===== src/rtl/debug_mode_ctrl.sv =====
// Per-hart debug-mode controller: decides debug entry, captures dpc/cause, issues fetch redirects.
// Optional single-step support (STEP state, cause 4) is enabled by defining DM_SINGLE_STEP_EN.
module debug_mode_ctrl #(
  parameter int              XLEN     = 64,
  parameter logic [XLEN-1:0] HaltAddr = XLEN'('h800),
  parameter logic [XLEN-1:0] ExcAddr  = XLEN'('h808)
) (
  input  logic            clk_i,
  input  logic            rst_i,
  input  logic            debug_req_i,
  input  logic            step_i,
  input  logic            commit_valid_i,
  input  logic [XLEN-1:0] commit_pc_i,
  input  logic [XLEN-1:0] commit_npc_i,
  input  logic            ebreak_i,
  input  logic            trigger_i,
  input  logic            dret_i,
  input  logic            exc_i,
  input  logic            dpc_we_i,
  input  logic [XLEN-1:0] dpc_wdata_i,
  output logic            redirect_o,
  output logic [XLEN-1:0] redirect_pc_o,
  output logic            debug_mode_o,
  output logic [XLEN-1:0] dpc_o,
  output logic [2:0]      cause_o
);

  localparam logic [1:0] RUN   = 2'd0;
  localparam logic [1:0] DEBUG = 2'd2;
`ifdef DM_SINGLE_STEP_EN
  localparam logic [1:0] STEP  = 2'd1;
`else
  logic unused_step;
  assign unused_step = step_i;
`endif

  logic [1:0]      state, state_n;
  logic            redir_n;
  logic [XLEN-1:0] rpc_n, dpc_n;
  logic [2:0]      cause_n;

  always_comb begin
    state_n = state;
    redir_n = 1'b0;
    rpc_n   = redirect_pc_o;
    dpc_n   = dpc_o;
    cause_n = cause_o;
    // The redirect cycle is a flush: every request is dropped.
    if (!redirect_o) begin
      if (state == DEBUG) begin
        if (exc_i) begin
          redir_n = 1'b1;
          rpc_n   = ExcAddr;
        end else if (commit_valid_i && ebreak_i) begin
          redir_n = 1'b1;
          rpc_n   = HaltAddr;
        end else if (commit_valid_i && dret_i) begin
          redir_n = 1'b1;
          rpc_n   = dpc_o;
`ifdef DM_SINGLE_STEP_EN
          state_n = step_i ? STEP : RUN;
`else
          state_n = RUN;
`endif
        end
        // Redirect above already latched the pre-write dpc.
        if (commit_valid_i && dpc_we_i) dpc_n = dpc_wdata_i;
      end else if (commit_valid_i) begin
        if (trigger_i) begin
          redir_n = 1'b1;
          dpc_n   = commit_pc_i;
          cause_n = 3'd2;
        end else if (ebreak_i) begin
          redir_n = 1'b1;
          dpc_n   = commit_pc_i;
          cause_n = 3'd1;
        end else if (debug_req_i) begin
          redir_n = 1'b1;
          dpc_n   = commit_npc_i;
          cause_n = 3'd3;
        end
`ifdef DM_SINGLE_STEP_EN
        else if (state == STEP) begin
          redir_n = 1'b1;
          dpc_n   = commit_npc_i;
          cause_n = 3'd4;
        end
`endif
        if (redir_n) begin
          state_n = DEBUG;
          rpc_n   = HaltAddr;
        end
      end
    end
  end

  always_ff @(posedge clk_i or posedge rst_i) begin
    if (rst_i) begin
      state         <= RUN;
      redirect_o    <= 1'b0;
      redirect_pc_o <= '0;
      debug_mode_o  <= 1'b0;
      dpc_o         <= '0;
      cause_o       <= 3'd0;
    end else begin
      state         <= state_n;
      redirect_o    <= redir_n;
      redirect_pc_o <= rpc_n;
      debug_mode_o  <= (state_n == DEBUG);
      dpc_o         <= dpc_n;
      cause_o       <= cause_n;
    end
  end

endmodule

===== config.mk =====
export PLATFORM = sky130hd
export DESIGN_NAME = debug_mode_ctrl
export DESIGN_NICKNAME = d
export VERILOG_FILES = /design/src/rtl/debug_mode_ctrl.sv
export SDC_FILE = /design/constraint.sdc
export NUM_CORES = 1
export LEC_CHECK = 0
export CORE_AREA = 2 2 132 134
export DETAILED_ROUTE_END_ITERATION = 7
export DIE_AREA = 0 0 134 136
export PLACE_DENSITY = 0.76
export RECOVER_POWER = 25
export REMOVE_ABC_BUFFERS = 1
export SLEW_MARGIN = 20
export SYNTH_ARGS = -nofsm -noshare
export SYNTH_HDL_FRONTEND = slang
export SYNTH_SLANG_ARGS = --single-unit

===== constraint.sdc =====
create_clock -name clk_i -period 5.05 [get_ports clk_i]
set_clock_uncertainty 0.2 [all_clocks]
set_input_delay 1.01 -clock clk_i [delete_from_list [all_inputs] [get_ports clk_i]]
set_output_delay 1.01 -clock clk_i [all_outputs]
set_load 0.005 [all_outputs]

==> results.sh, run 1 <==
export IMPL_register_area_um2=3350
export IMPL_cts_htree_levels=4
export IMPL_arrival_ns=3.33
export IMPL_period_needed_ns=3.28
export IMPL_finalCritPeriodShare_pct=65.0
export IMPL_viasPerCell=5.08
export IMPL_firstDrtPassIters=4
export IMPL_fillers=1360
export IMPL_grt_pass1_wl_mm=30.5
export IMPL_ff2ff_path_depth=5
export IMPL_io_pins=335
export IMPL_wl_per_cell_um=18.1
export IMPL_finalSetupViolations=0
export IMPL_cts_hold_buf=0
export IMPL_drc=0
export IMPL_gp_congestion=0.772
export IMPL_max_freq_mhz=304
export IMPL_grt_use_total_pct=21.6
export IMPL_power_leakage_nw=4.50
export IMPL_synth_edff_count=0
export IMPL_maxCapViolations=0
export IMPL_cp_depth=3
export IMPL_cp_top_family="buffers and inverters"
export IMPL_cts_tree="built"
export IMPL_start_kind="input pin"
export IMPL_cts_sinks=134
export IMPL_cts_root_buffer="clkbuf_16"
export IMPL_synth_seq_cells=134
export IMPL_hold_class="flip-flop to flip-flop"
export IMPL_endpoint_kind="asynchronous set/reset pin"
export IMPL_multi_input_area_um2=2430
export IMPL_synthesis_area_um2=6050
export IMPL_critPathCapture="dpc_o[58]"
export IMPL_hpwl_mm=13.8
export IMPL_fin_setup_tns_ns=0
export IMPL_synth_cells=532
export IMPL_tightestPinTransition_ns=1.49
export IMPL_vias=5514
export IMPL_synth_cell_types=29
export IMPL_peakVddDrop_mv=0.223
export IMPL_crit_fanout=81
export IMPL_rr_endpoint="dpc_o[60]"
export IMPL_place_inst=1053
export IMPL_slew_headroom_pct=0.786
export IMPL_grt_pass1_vias=5619
export IMPL_hold_ws_ns=0.280
export IMPL_slew_violations=0
export IMPL_slowest_delay_ns=1.15
export IMPL_status="complete, no violations"
export IMPL_grt_max_degree=82
export IMPL_synth_area_per_cell_um2=11.4
export IMPL_placed_area_um2=9500
export IMPL_drtIter0Drc=303
export IMPL_drive_gt1_share_pct=5.93
export IMPL_synth_top_flop_cell="dfrtp_1"
export IMPL_die_w_um=134
export IMPL_fin_nets=1049
export IMPL_fin_area_um2=10200
export IMPL_holdPathStages=2
export IMPL_coreArea_um2=16900
export IMPL_io_buffers=332
export IMPL_worstSetupPathType="input pin to asynchronous set/reset pin"
export IMPL_post_cts_resize_count=0
export IMPL_ys_seq_area_share_pct=55.4
export IMPL_clk_insertion_delay_late_ns=0.41
export IMPL_worstPathBufferInverterCount=3
export IMPL_clk_pin_slew_ns=0.06
export IMPL_area_growth_pct=67.9
export IMPL_placementRows=48
export IMPL_worstPathRequired_ns=5.10
export IMPL_critPathSlowestCell="clkbuf_1"
export IMPL_rsz0062_at_grt="false"
export IMPL_critPathLaunch="rst_i"
export IMPL_ys_warn_count=0
export IMPL_cts_setup_buffers=0
export IMPL_p_per_area_nw_per_um2=446
export IMPL_initial_core_util_pct=35.9
export IMPL_instances_no_fill=1085
export IMPL_worst_r2r_setup_slack_ns=2.40
export IMPL_overflow=0
export IMPL_r2r_start="redirect_o"
export IMPL_synthArstFlopShare_pct=100
export IMPL_drt_total_wl_mm=19.6
export IMPL_num_antenna_cells=0
export IMPL_antenna_found_initial=0
export IMPL_die_height_um=136
export IMPL_hold_viol_final=0
export IMPL_die_area_um2=18200
export IMPL_postLayoutCoreUtil_pct=60.2
export IMPL_cts_path_max_buffers=2
export IMPL_cp_cell_sequence="dlygate4sd3_1, inv_6, clkbuf_1"
export IMPL_detail_route_antenna_nets=0
export IMPL_cts_buffers=17
cells by family (layout without fill, tap and decap cells):
| group | count (synthesis) | in the layout | share of synthesized area (%) |
|---|---|---|---|
| other | 1 | 1 | 0.0619 |
| buffers and inverters | 52 | 380 | 4.79 |
| multiplexers | 64 | 64 | 10.6 |
| AO/OA/AOI/OAI | 137 | 137 | 18.4 |
| AND/OR/NAND/NOR | 144 | 144 | 10.8 |
| flip-flops | 134 | 134 | 55.4 |
routing by layer:
layer | share of wire [%] | global-route usage [%]
met1 | 40 | 26.2
met2 | 52 | 37.0
met3 | 7.3 | 6.67
met4 | 1.3 | 6.86
met5 | 0 | 0
report_power, final:
| part | total, mW | internal [mW] | switching [mW] | leakage [nW] |
|---|---|---|---|---|
| clock network | 1.39 | 0.919 | 0.468 | 0.328 |
| registers | 1.63 | 1.38 | 0.245 | 1.75 |
| logic | 1.52 | 0.912 | 0.612 | 2.42 |
cell usage after synthesis, types with 2 or more instances:
| library cell | n | area (um2) |
|---|---|---|
| clkbuf_1 | 13 | 48.8 |
| nor2_1 | 3 | 11.3 |
| o21ai_0 | 4 | 20.0 |
| o211ai_1 | 64 | 480 |
| mux2i_1 | 64 | 641 |
| nand2_1 | 67 | 251 |
| a22o_1 | 62 | 543 |
| buf_4 | 5 | 37.5 |
| inv_1 | 3 | 11.3 |
| nand3_1 | 65 | 325 |
| nor2b_1 | 2 | 12.5 |
| dfrtp_1 | 134 | 3350 |
| buf_2 | 25 | 125 |
| buf_6 | 6 | 67.6 |
how the worst min path moves through the flow:
stage                    start          to  slack (ns)
CTS                 cause_o[1]  cause_o[1]        0.28
finish              cause_o[1]  cause_o[1]        0.28
global placement    cause_o[1]  cause_o[1]        0.26
floorplan           cause_o[0]  cause_o[0]        0.27
global route        cause_o[1]  cause_o[1]        0.30
detailed placement  cause_o[1]  cause_o[1]        0.27
flip-flops by register name (all words and copies together) (netlist names):
name	flops
cause_o	2
redirect_pc_o	64
debug_mode_o	1
redirect_o	1
state	2
dpc_o	64
metrics by stage:
stage / total power [mW] / setup slack [ns]
floorplan: 2.17 / -1.17
global placement: 3.14 / 1.61
detailed placement: 3.18 / 1.59
CTS: 4.59 / 2.02
global route: 4.79 / 1.35
finish: 4.54 / 1.77
cells in the final DEF (no fill, tap or decap), drive strengths merged:
| master | count |
|---|---|
| a32o | 1 |
| mux2i | 64 |
| dfrtp | 134 |
| dlygate4sd3 | 1 |
| a21o | 1 |
| bufinv | 5 |
| o21a | 1 |
| nor2b | 2 |
| inv | 4 |
| and4 | 1 |
| nor3b | 1 |
| o21ai | 5 |
| and3 | 1 |
| clkbuf | 22 |
| conb | 1 |
| a2bb2oi | 1 |
| nor2 | 3 |
| clkdlybuf4s50 | 331 |
| o211ai | 65 |
| buf | 12 |
| nand2b | 1 |
| nand3 | 65 |
| a21oi | 1 |
| or2 | 1 |
| a22o | 62 |
| or3b | 1 |
| nand2 | 67 |
| clkinv | 5 |
| and2 | 1 |
final cells by class:
class                      count  share of cell area, %
sequential                   134                   33.0
clock buffer                  21                   4.63
timing repair buffer         345                   33.6
multi-input combinational    346                   23.9
inverter                       3                  0.160
tap                          225                   2.77
clock inverter                11                   1.92
worst register-to-register path, cell delays in order, from the launching register on:
cell and delay, ns:
dfrtp_1 0.41, nor3b_2 0.44, nand3_2 0.62, buf_4 0.54
nand3_1 0.18, o211ai_1 0.11
Power figures use the tool's default switching activity.
==> run 2, diff against run 1 <==
--- a/config.mk
+++ b/config.mk
@@ -5,9 +5,9 @@
 export SDC_FILE = /design/constraint.sdc
 export NUM_CORES = 1
 export LEC_CHECK = 0
-export CORE_AREA = 2 2 132 134
+export CORE_AREA = 2 2 135 137
 export DETAILED_ROUTE_END_ITERATION = 7
-export DIE_AREA = 0 0 134 136
+export DIE_AREA = 0 0 137 139
 export PLACE_DENSITY = 0.76
 export RECOVER_POWER = 25
 export REMOVE_ABC_BUFFERS = 1
==> constraint.sdc (replaced) <==
create_clock -name clk_i -period 2.7 [get_ports clk_i]
set_clock_uncertainty 0.2 [all_clocks]
set_input_delay 0.54 -clock clk_i [delete_from_list [all_inputs] [get_ports clk_i]]
set_output_delay 0.54 -clock clk_i [all_outputs]
set_load 0.005 [all_outputs]
==> run 2 against run 1 <==
Net effect:
- count of clock-buffer cells in the layout shrank 2
- clock power rose by 65%
- die area rose by 4.5%
- non-clock buffer count increased by 2
- combinational power increased by 91%
- global-route usage down 0.94 points
- sequential power up 87%
- critical path depth grew 3
==> results.sh, run 2 (synthesis results as in run 1) <==
export IMPL_io_pins=335
export IMPL_post_cts_resize_count=0
export IMPL_arrival_ns=2.26
export IMPL_cts_path_max_buffers=2
export IMPL_finalSetupViolations=0
export IMPL_finalCritPeriodShare_pct=80.3
export IMPL_overflow=0
export IMPL_ff2ff_path_depth=4
export IMPL_layout_commonest_cell="clkdlybuf4s50_1"
export IMPL_power_leakage_nw=4.49
export IMPL_start_kind="input pin"
export IMPL_drive_gt1_share_pct=6.26
export IMPL_rsz0062_at_grt="false"
export IMPL_worstPathRequired_ns=2.79
export IMPL_cts_root_buffer="clkbuf_16"
export IMPL_holdPathStages=2
export IMPL_drt_total_wl_mm=19.7
export IMPL_place_inst=1059
export IMPL_p_per_area_nw_per_um2=808
export IMPL_hold_viol_final=0
export IMPL_status="complete, no violations"
export IMPL_endpoint_kind="flip-flop"
export IMPL_viasPerCell=5.11
export IMPL_fin_nets=1051
export IMPL_gp_congestion=0.749
export IMPL_cts_htree_levels=4
export IMPL_tightestPinTransition_ns=1.06
export IMPL_reg_top3="dpc_o (64), redirect_pc_o (64)"
export IMPL_cts_buffers=17
export IMPL_num_antenna_cells=0
export IMPL_antenna_found_initial=0
export IMPL_cts_hold_buf=0
export IMPL_coreArea_um2=17700
export IMPL_slew_violations=0
export IMPL_maxCapViolations=0
export IMPL_firstDrtPassIters=4
export IMPL_peakVddDrop_mv=0.399
export IMPL_fillers=1533
export IMPL_clk_pin_slew_ns=0.06
export IMPL_wl_per_cell_um=18.1
export IMPL_worstSetupPathType="input pin to flip-flop"
export IMPL_crit_fanout=30
export IMPL_vias=5572
export IMPL_die_height_um=139
export IMPL_detail_route_antenna_nets=0
export IMPL_drtIter0Drc=235
export IMPL_area_growth_pct=68.6
export IMPL_drc=0
export IMPL_grt_use_total_pct=20.7
export IMPL_placementRows=49
export IMPL_hold_class="flip-flop to flip-flop"
export IMPL_hold_ws_ns=0.279
export IMPL_final_cell_mix="331 x clkdlybuf4s50_1, 134 x dfrtp_1, 67 x nand2_1"
export IMPL_slew_headroom_pct=29.2
export IMPL_max_freq_mhz=461
export IMPL_cts_tree="built"
export IMPL_cts_sinks=134
export IMPL_clk_insertion_delay_late_ns=0.41
export IMPL_grt_pass1_vias=5772
export IMPL_period_needed_ns=2.17
export IMPL_grt_max_degree=69
export IMPL_instances_no_fill=1091
export IMPL_cts_setup_buffers=0
export IMPL_io_buffers=332
export IMPL_die_w_um=137
export IMPL_hpwl_mm=14.4
export IMPL_grt_pass1_wl_mm=30.6
export IMPL_fin_setup_tns_ns=0
export IMPL_initial_core_util_pct=34.3
export IMPL_die_area_um2=19000
[run 2: cell count changes in the layout (fill, tap and decap cells not counted)]
cell,previous run,this run
buf_12,0,8
buf_4,12,7
bufinv_16,5,2
clkbuf_1,2,1
clkbuf_8,3,1
clkinv_2,2,1
clkinv_4,3,2
clkinvlp_4,0,5
inv_6,2,4
[run 2: worst paths after layout]
kind | endpoint | start | slack (ns)
setup reg to reg | redirect_pc_o[55] | redirect_o | 0.65
hold / removal | cause_o[1] | cause_o[1] | 0.28
setup / recovery | redirect_pc_o[44] | commit_valid_i | 0.53
max in group asynchronous | dpc_o[33] | rst_i | 0.85
hold reg to reg | cause_o[1] | cause_o[1] | 0.28
min in group asynchronous | dpc_o[37] | rst_i | 0.65
[run 2: per-layer routing]
metal	up-vias	share of wire [%]	global-route usage (%)	wire [um]
met5	-	0	0	0
met2	253	51	35.3	9960
met4	0	2.2	6.89	433
li1	2614	-	-	-
met1	2675	38	24.2	7580
met3	30	8.8	7.13	1730
[run 2: through the flow]
step                util (%)  instance area (um2)  power [mW]  worst slack [ns]
finish                  57.8                10200        8.25             0.533
floorplan                  -                 5780        4.05             -3.05
CTS                     57.8                10200        8.35             0.564
global placement        54.5                 9620        5.94             0.153
detailed placement      54.5                 9620        6.01             0.119
global route            57.8                10200        8.72             0.430
[run 2: critical path, stage by stage]
cell and delay (ns):
clkdlybuf4s50_1 0.58, nor2b_1 0.32, o21a_1 0.24, o21ai_4 0.08
buf_4 0.26, a22o_1 0.22
[run 2: final cells by class]
type | count | area [um2] | area share (%)
multi-input cells | 346 | 2430 | 23.8
clock buffers | 19 | 443 | 4.34
repair buffers | 347 | 3540 | 34.6
clock inverters | 13 | 148 | 1.45
flip-flops and latches | 134 | 3350 | 32.8
inverters | 3 | 15.0 | 0.147
well taps | 229 | 287 | 2.81
[run 2: where the power goes]
| group | total (mW) | internal [mW] | switching [mW] |
|---|---|---|---|
| registers | 3.04 | 2.58 | 0.455 |
| clock network | 2.30 | 1.40 | 0.905 |
| logic | 2.91 | 1.75 | 1.16 |
| total | 8.25 | 5.73 | 2.52 |
